$ cat src/rtl/corelet_seq_ctrl.sv
// Corelet sequencer: per-kij weight load/shift, activation load/exec, weight clear, then output write-back.
// Optional perf counters are enabled with `define CSEQ_PERF_CNT_EN.
module corelet_seq_ctrl #(
  parameter int ROW      = 8,
  parameter int COL      = 8,
  parameter int ADDR_W   = 7,
  parameter int OADDR_W  = 4,
  parameter int KIJ_W    = 4,
  parameter int N_OUT    = 16,
  parameter int W_SETTLE = 16,
  parameter int DRAIN    = 22
) (
  input  logic               i_clk,
  input  logic               i_reset,
  input  logic               i_seq_begin,
  input  logic               i_abort,
  input  logic [KIJ_W-1:0]   i_cfg_kij_num,
  input  logic [ADDR_W-1:0]  i_cfg_act_len,
  input  logic [ADDR_W-1:0]  i_cfg_w_base,
  input  logic [ADDR_W-1:0]  i_cfg_act_base,
  input  logic [OADDR_W-1:0] i_cfg_op_base,
  input  logic               i_l0_full,
  output logic [ADDR_W-1:0]  o_w_addr,
  output logic [ADDR_W-1:0]  o_act_addr,
  output logic               o_w_cen,
  output logic               o_act_cen,
  output logic               o_w_wen,
  output logic               o_act_wen,
  output logic               o_aw_mode,
  output logic               o_l0_wr,
  output logic               o_l0_rd,
  output logic [1:0]         o_inst_w,
  output logic               o_weight_reset,
  output logic [OADDR_W-1:0] o_op_addr,
  output logic               o_op_cen,
  output logic               o_op_wen,
  output logic [OADDR_W-1:0] o_sfu_idx,
  output logic               o_busy,
  output logic               o_seq_done,
  output logic [31:0]        o_perf_busy_cyc,
  output logic [31:0]        o_perf_stall_cyc
);

  localparam int CNT_W = 16;

  typedef enum logic [2:0] {
    S_IDLE, S_W_LOAD, S_W_SHIFT, S_A_LOAD, S_A_EXEC, S_W_CLEAR, S_WB, S_DONE
  } state_t;

  state_t              r_state, w_nxt_state;
  logic [CNT_W-1:0]    r_cnt, w_nxt_cnt;
  logic [CNT_W-1:0]    r_idx, w_nxt_idx;
  logic [KIJ_W-1:0]    r_kij, w_nxt_kij;
  logic                r_rd;

  logic [KIJ_W-1:0]    r_kij_num;
  logic [CNT_W-1:0]    r_act_len;
  logic [ADDR_W-1:0]   r_w_base, r_act_base;
  logic [OADDR_W-1:0]  r_op_base;

  logic                w_start;
  logic [ADDR_W-1:0]   w_w_base;

  logic                w_rd_ok, w_rd_d, w_aw_d, w_l0_rd_d, w_wrst_d, w_op_d, w_done_d;
  logic [1:0]          w_inst_d;
  logic [ADDR_W-1:0]   w_w_addr_d, w_act_addr_d;
  logic [OADDR_W-1:0]  w_op_addr_d, w_sfu_d;

  assign w_start  = (r_state == S_IDLE) && i_seq_begin && !i_abort;
  assign w_w_base = w_start ? i_cfg_w_base : r_w_base;
  assign o_w_wen   = 1'b1;
  assign o_act_wen = 1'b1;

  always_ff @(posedge i_clk) begin
    if (i_reset) begin
      r_state    <= S_IDLE;
      r_cnt      <= '0;
      r_idx      <= '0;
      r_kij      <= '0;
      r_kij_num  <= '0;
      r_act_len  <= '0;
      r_w_base   <= '0;
      r_act_base <= '0;
      r_op_base  <= '0;
    end else begin
      r_state <= w_nxt_state;
      r_cnt   <= w_nxt_cnt;
      r_idx   <= w_nxt_idx;
      r_kij   <= w_nxt_kij;
      if (w_start) begin
        r_kij_num  <= (i_cfg_kij_num == '0) ? KIJ_W'(1) : i_cfg_kij_num;
        r_act_len  <= (i_cfg_act_len == '0) ? CNT_W'(1) : CNT_W'(i_cfg_act_len);
        r_w_base   <= i_cfg_w_base;
        r_act_base <= i_cfg_act_base;
        r_op_base  <= i_cfg_op_base;
      end
    end
  end

  // r_idx counts reads already issued; a load state ends after the tail cycle where it reaches its length.
  always_comb begin
    w_nxt_state = r_state;
    w_nxt_cnt   = r_cnt;
    w_nxt_idx   = r_idx + CNT_W'(r_rd);
    w_nxt_kij   = r_kij;
    case (r_state)
      S_IDLE: begin
        w_nxt_idx = '0;
        if (i_seq_begin) begin
          w_nxt_state = S_W_LOAD;
          w_nxt_cnt   = '0;
          w_nxt_kij   = '0;
        end
      end
      S_W_LOAD:
        if (r_idx == CNT_W'(ROW)) begin
          w_nxt_state = S_W_SHIFT;
          w_nxt_cnt   = '0;
          w_nxt_idx   = '0;
        end
      S_W_SHIFT:
        if (r_cnt == CNT_W'(COL + W_SETTLE - 1)) begin
          w_nxt_state = S_A_LOAD;
          w_nxt_cnt   = '0;
          w_nxt_idx   = '0;
        end else w_nxt_cnt = r_cnt + 1'b1;
      S_A_LOAD:
        if (r_idx == r_act_len) begin
          w_nxt_state = S_A_EXEC;
          w_nxt_cnt   = '0;
          w_nxt_idx   = '0;
        end
      S_A_EXEC:
        if (r_cnt == r_act_len + CNT_W'(DRAIN - 1)) begin
          w_nxt_state = S_W_CLEAR;
          w_nxt_cnt   = '0;
        end else w_nxt_cnt = r_cnt + 1'b1;
      S_W_CLEAR: begin
        w_nxt_cnt = '0;
        w_nxt_idx = '0;
        if (r_kij == r_kij_num - 1'b1) w_nxt_state = S_WB;
        else begin
          w_nxt_state = S_W_LOAD;
          w_nxt_kij   = r_kij + 1'b1;
        end
      end
      S_WB:
        if (r_cnt == CNT_W'(N_OUT - 1)) begin
          w_nxt_state = S_DONE;
          w_nxt_cnt   = '0;
        end else w_nxt_cnt = r_cnt + 1'b1;
      S_DONE:  w_nxt_state = S_IDLE;
      default: w_nxt_state = S_IDLE;
    endcase
    if (i_abort) begin
      w_nxt_state = S_IDLE;
      w_nxt_cnt   = '0;
      w_nxt_idx   = '0;
    end
  end

  // Outputs are decoded from the next state so the registered strobes line up with the state cycle.
  always_comb begin
    w_rd_ok      = 1'b0;
    w_aw_d       = 1'b0;
    w_l0_rd_d    = 1'b0;
    w_inst_d     = 2'b00;
    w_wrst_d     = 1'b0;
    w_op_d       = 1'b0;
    w_done_d     = 1'b0;
    w_w_addr_d   = '0;
    w_act_addr_d = '0;
    w_op_addr_d  = '0;
    w_sfu_d      = '0;
    case (w_nxt_state)
      S_W_LOAD: begin
        w_aw_d     = 1'b1;
        w_rd_ok    = (w_nxt_idx < CNT_W'(ROW));
        w_w_addr_d = w_w_base + ADDR_W'(w_nxt_kij) * ADDR_W'(ROW) + w_nxt_idx[ADDR_W-1:0];
      end
      S_W_SHIFT: begin
        w_aw_d = 1'b1;
        if (w_nxt_cnt < CNT_W'(COL)) begin
          w_l0_rd_d = 1'b1;
          w_inst_d  = 2'b01;
        end
      end
      S_A_LOAD: begin
        w_rd_ok      = (w_nxt_idx < r_act_len);
        w_act_addr_d = r_act_base + w_nxt_idx[ADDR_W-1:0];
      end
      S_A_EXEC:
        if (w_nxt_cnt < r_act_len) begin
          w_l0_rd_d = 1'b1;
          w_inst_d  = 2'b10;
        end
      S_W_CLEAR: w_wrst_d = 1'b1;
      S_WB: begin
        w_op_d      = 1'b1;
        w_op_addr_d = r_op_base + w_nxt_cnt[OADDR_W-1:0];
        w_sfu_d     = w_nxt_cnt[OADDR_W-1:0];
      end
      S_DONE:  w_done_d = 1'b1;
      default: ;
    endcase
  end

  assign w_rd_d = w_rd_ok && !i_l0_full;

  always_ff @(posedge i_clk) begin
    if (i_reset) begin
      r_rd           <= 1'b0;
      o_w_addr       <= '0;
      o_act_addr     <= '0;
      o_w_cen        <= 1'b1;
      o_act_cen      <= 1'b1;
      o_aw_mode      <= 1'b0;
      o_l0_wr        <= 1'b0;
      o_l0_rd        <= 1'b0;
      o_inst_w       <= 2'b00;
      o_weight_reset <= 1'b0;
      o_op_addr      <= '0;
      o_op_cen       <= 1'b1;
      o_op_wen       <= 1'b1;
      o_sfu_idx      <= '0;
      o_busy         <= 1'b0;
      o_seq_done     <= 1'b0;
    end else begin
      r_rd           <= w_rd_d;
      o_w_addr       <= w_w_addr_d;
      o_act_addr     <= w_act_addr_d;
      o_w_cen        <= !(w_rd_d && w_nxt_state == S_W_LOAD);
      o_act_cen      <= !(w_rd_d && w_nxt_state == S_A_LOAD);
      o_aw_mode      <= w_aw_d;
      o_l0_wr        <= r_rd && !i_abort;
      o_l0_rd        <= w_l0_rd_d;
      o_inst_w       <= w_inst_d;
      o_weight_reset <= w_wrst_d;
      o_op_addr      <= w_op_addr_d;
      o_op_cen       <= !w_op_d;
      o_op_wen       <= !w_op_d;
      o_sfu_idx      <= w_sfu_d;
      o_busy         <= (w_nxt_state != S_IDLE);
      o_seq_done     <= w_done_d;
    end
  end

`ifdef CSEQ_PERF_CNT_EN
  logic        r_stall;
  logic [31:0] r_busy_cyc, r_stall_cyc;

  always_ff @(posedge i_clk) begin
    if (i_reset) begin
      r_stall     <= 1'b0;
      r_busy_cyc  <= '0;
      r_stall_cyc <= '0;
    end else begin
      r_stall <= w_rd_ok && i_l0_full && !i_abort;
      if (w_start) begin
        r_busy_cyc  <= '0;
        r_stall_cyc <= '0;
      end else begin
        if (o_busy && r_busy_cyc != '1)  r_busy_cyc  <= r_busy_cyc + 1'b1;
        if (r_stall && r_stall_cyc != '1) r_stall_cyc <= r_stall_cyc + 1'b1;
      end
    end
  end

  assign o_perf_busy_cyc  = r_busy_cyc;
  assign o_perf_stall_cyc = r_stall_cyc;
`else
  assign o_perf_busy_cyc  = '0;
  assign o_perf_stall_cyc = '0;
`endif

endmodule

$ cat config.mk
export PLATFORM = sky130hd
export DESIGN_NAME = corelet_seq_ctrl
export DESIGN_NICKNAME = d
export VERILOG_FILES = /design/src/rtl/corelet_seq_ctrl.sv
export SDC_FILE = /design/constraint.sdc
export NUM_CORES = 1
export LEC_CHECK = 0
export CELL_PAD_IN_SITES_DETAIL_PLACEMENT = 0
export CELL_PAD_IN_SITES_GLOBAL_PLACEMENT = 1
export CORE_MARGIN = 5
export CORE_UTILIZATION = 40
export CTS_CLUSTER_DIAMETER = 100
export CTS_CLUSTER_SIZE = 12
export DETAILED_ROUTE_END_ITERATION = 6
export PLACE_DENSITY = 0.92
export SLEW_MARGIN = 10
export SYNTH_ARGS = -nofsm -noshare
export SYNTH_HDL_FRONTEND = slang
export SYNTH_SLANG_ARGS = --single-unit
$ cat constraint.sdc
create_clock -name i_clk -period 9.8 [get_ports i_clk]
set_input_delay 1.96 -clock i_clk [delete_from_list [all_inputs] [get_ports i_clk]]
set_output_delay 1.96 -clock i_clk [all_outputs]
set_load 0.005 [all_outputs]
==> results.yml <==
place:
  dp_hpwl_um: 11100
  globalplace.congestion: 0.891
  port_buffers: 67
timing:
  slew_headroom_pct: 47.3
  setup_viol: 0
  final.setup.tns_ps: 0
  whs_ps: 466
  max_freq_mhz: 199
  slew_viol_final: 0
  min_period_ps: 5020
  rsz0062_at_grt: "no"
  period_share_pct: 51.2
  worst_pin_slew_ps: 785
  fin_skew_ps: 11.4
  hold_viol_final: 0
cts:
  cts_root_buffer: "clkbuf_16"
  cts_tree: "built"
  clockBufferDepth: 2
  cts_resized: 0
  postCtsHoldBufs: 0
  numCtsBuffers: 9
  post_cts_buffers: 0
  path_clk_slew_ps: 70
  clkLatencyLatePin_ps: 360
  htree_levels: 3
  cts_sinks: 102
critical_path:
  worstSetupEndpointType: "flop"
  worstPathArrival_ps: 5260
  r2r-end: "o_l0_rd$_SDFF_PP0_"
  crit_required_ps: 10050
  r2r_cells: 18
  crit_path_max_fanout: 26
  cp-start-kind: "input port"
  rrSetupSlack_ps: 5510
  path_class: "in2reg"
  r2r-start: "r_act_len[0]$_SDFFE_PP0P_"
global_routing:
  grt_max_degree: 66
  grt_pass1_vias: 4949
  use_met3_pct: 3.94
  gr-max-usage-layer: "met2"
  grt-ovfl-total: 0
  use_met2_pct: 25.7
  grt_pass1_wl_um: 23900
  grt.met1_usage_pct: 21.3
  track_usage_pct: 16.0
  antenna_found_initial: 0
die:
  fp.dieH_um: 135
  placementRows: 45
  start_util_pct: 41.1
  core_area_um2: 15300
  ios: 134
  die_w_um: 135
  die-area_um2: 18300
synth:
  synth_area_per_cell_um2: 8.09
  ys_seq_area_share_pct: 32.5
  async_flop_share_pct: 0
  yosys-top-cells-count: "dfxtp_1, nand2_1, nor2_1"
  synth.top_cell.area_share_pct: 32.5
  yosysWarnings: 0
  synthCells: 778
  synth_area_leaders: "dfxtp_1, buf_4, ha_1"
  ys_ff_latch: 102
  ys.flop_type: "dfxtp_1"
  synth_top_area_cell: "dfxtp_1"
  yosys.cell_count.top_type: "dfxtp_1"
  synth-edff-count: 0
  netlist_area_um2: 6290
  yosysUniqueCellTypes: 67
routing:
  vias_per_cell: 4.98
  drtAntennaViolNets: 0
  first_pass_iters: 6
  drt_iter0_drc: 312
  vias: 5151
  wl_um: 14700
  drc: 0
  wl_per_cell_um: 14.2
finish:
  fin_util_pct: 46.4
  drive_gt1_share_pct: 4.61
  nNetsFinal: 894
  antenna_cells: 0
  layout-area-overhead-vs-synth_pct: 12.9
min_path:
  holdPathEnd: "r_op_base[2]$_SDFFE_PP0P_"
  min_from: "r_op_base[2]$_SDFFE_PP0P_"
  hold_path_depth: 2
  hp-class: "reg2reg"
status:
  outcome: "complete, no violations"
flow_run:
  maxCapViolCount: 0
power_and_ir_drop:
  power.leakage_nw: 2.90
  power.density_nw_per_um2: 120
  ir_worst_vdd_mv: 0.0816
==> power breakdown <==
group,leakage [nW],internal [mW],total (mW),switching (mW)
sequential,0.826,0.421,0.428,0.00677
combinational,1.94,0.0357,0.0838,0.0481
clock,0.139,0.175,0.340,0.166
==> layer usage <==
layer / vias up / part of all wire [%] / wire [um]
met5: - / 0 / 0
met4: 0 / 1.7 / 256
met3: 22 / 5.4 / 786
met2: 137 / 47 / 6830
met1: 2387 / 46 / 6790
li1: 2605 / - / -
==> worst max-delay path by stage <==
stage / startpoint / endpoint / cells past startpoint
6_report: i_seq_begin / o_w_addr[6]$_SDFF_PP0_ / 15
5_1_grt: i_seq_begin / o_l0_rd$_SDFF_PP0_ / 14
4_1_cts: i_seq_begin / o_w_addr[6]$_SDFF_PP0_ / 15
3_5_place_dp: i_seq_begin / o_w_addr[6]$_SDFF_PP0_ / 15
3_3_place_gp: i_seq_begin / o_w_addr[6]$_SDFF_PP0_ / 15
2_1_floorplan: i_seq_begin / o_w_addr[6]$_SDFF_PP0_ / 13
==> critical path: stages <==
cell             delay, ps
clkdlybuf4s50_1        490
nand4_1                210
or2_2                  570
nand2_1                180
nand2_1                 70
ha_1                   310
ha_1                   300
a21o_1                 150
a21o_1                 190
a21o_1                 170
a21oi_1                160
xnor2_1                150
xnor2_1                150
xnor2_1                130
nor2_1                  50
==> cells by family (layout without fill, tap and decap cells) <==
group                      count (synthesis)  after routing  share of synthesized area [%]
and+or+nand+nor                          300            300                           23.2
muxes                                      8              8                           1.29
other                                      2             66                          0.119
AOI/OAI and AO/OA                        126            126                           13.3
buffers and inverters                    145            127                           12.9
adders and majority gates                 41             41                           8.87
DFF                                      102            102                           32.5
xor gates and xnor gates                  54             54                           7.74
==> per-stage QoR <==
step | setup slack (ps) | area [um2] | total power [mW] | std cells
6_report | 4780 | 7100 | 0.852 | 1035
5_1_grt | 4500 | 7100 | 0.889 | 1035
4_1_cts | 4780 | 7100 | 0.862 | 1035
3_5_place_dp | 4400 | 6830 | 0.520 | 1019
3_3_place_gp | 4450 | 6830 | 0.520 | 1019
2_1_floorplan | 5060 | 6530 | 0.510 | 842
==> placed cells by master (no fill, tap or decap), types with 3 or more instances in the layout <==
master / n
buf_4: 4
clkdlybuf4s50_1: 66
a21oi_1: 48
and2_1: 8
o21ai_0: 15
nor3b_1: 3
or2_2: 4
a22oi_1: 7
nor4b_1: 4
mux2i_1: 7
dfxtp_1: 102
ha_1: 35
a211oi_1: 5
fa_1: 6
a211o_1: 3
clkinv_2: 3
nand2b_1: 10
and3_1: 7
or3_1: 4
a21o_1: 12
or4_1: 4
nand3b_1: 4
xnor2_1: 41
clkbuf_16: 9
conb_1: 66
inv_1: 38
nor2_1: 81
o31ai_1: 5
o32ai_1: 3
nand3_1: 19
nand4_1: 15
xor2_1: 12
nor3_1: 27
nor2b_1: 9
o21ai_1: 3
a31oi_1: 5
nor4_1: 8
nand2_1: 82
==> registers in the layout, summed over array words and instances, names as in the netlist, 2 cells and up <==
name / count
o_w_addr: 7
o_op_addr: 4
r_op_base: 4
r_act_base: 7
r_cnt: 16
o_act_addr: 7
o_inst_w: 2
r_kij: 4
r_state: 3
r_w_base: 7
r_kij_num: 4
r_act_len: 7
o_sfu_idx: 4
r_idx: 16
==> cell type report <==
class,count,area [um2]
clock buffer,10,229
clock inverter,6,43.8
fill,1563,8210
inverter,40,150
multi-input combinational,595,3680
sequential,102,2040
tap,211,264
timing repair buffer,71,696
(Power assumes the default switching activity.)
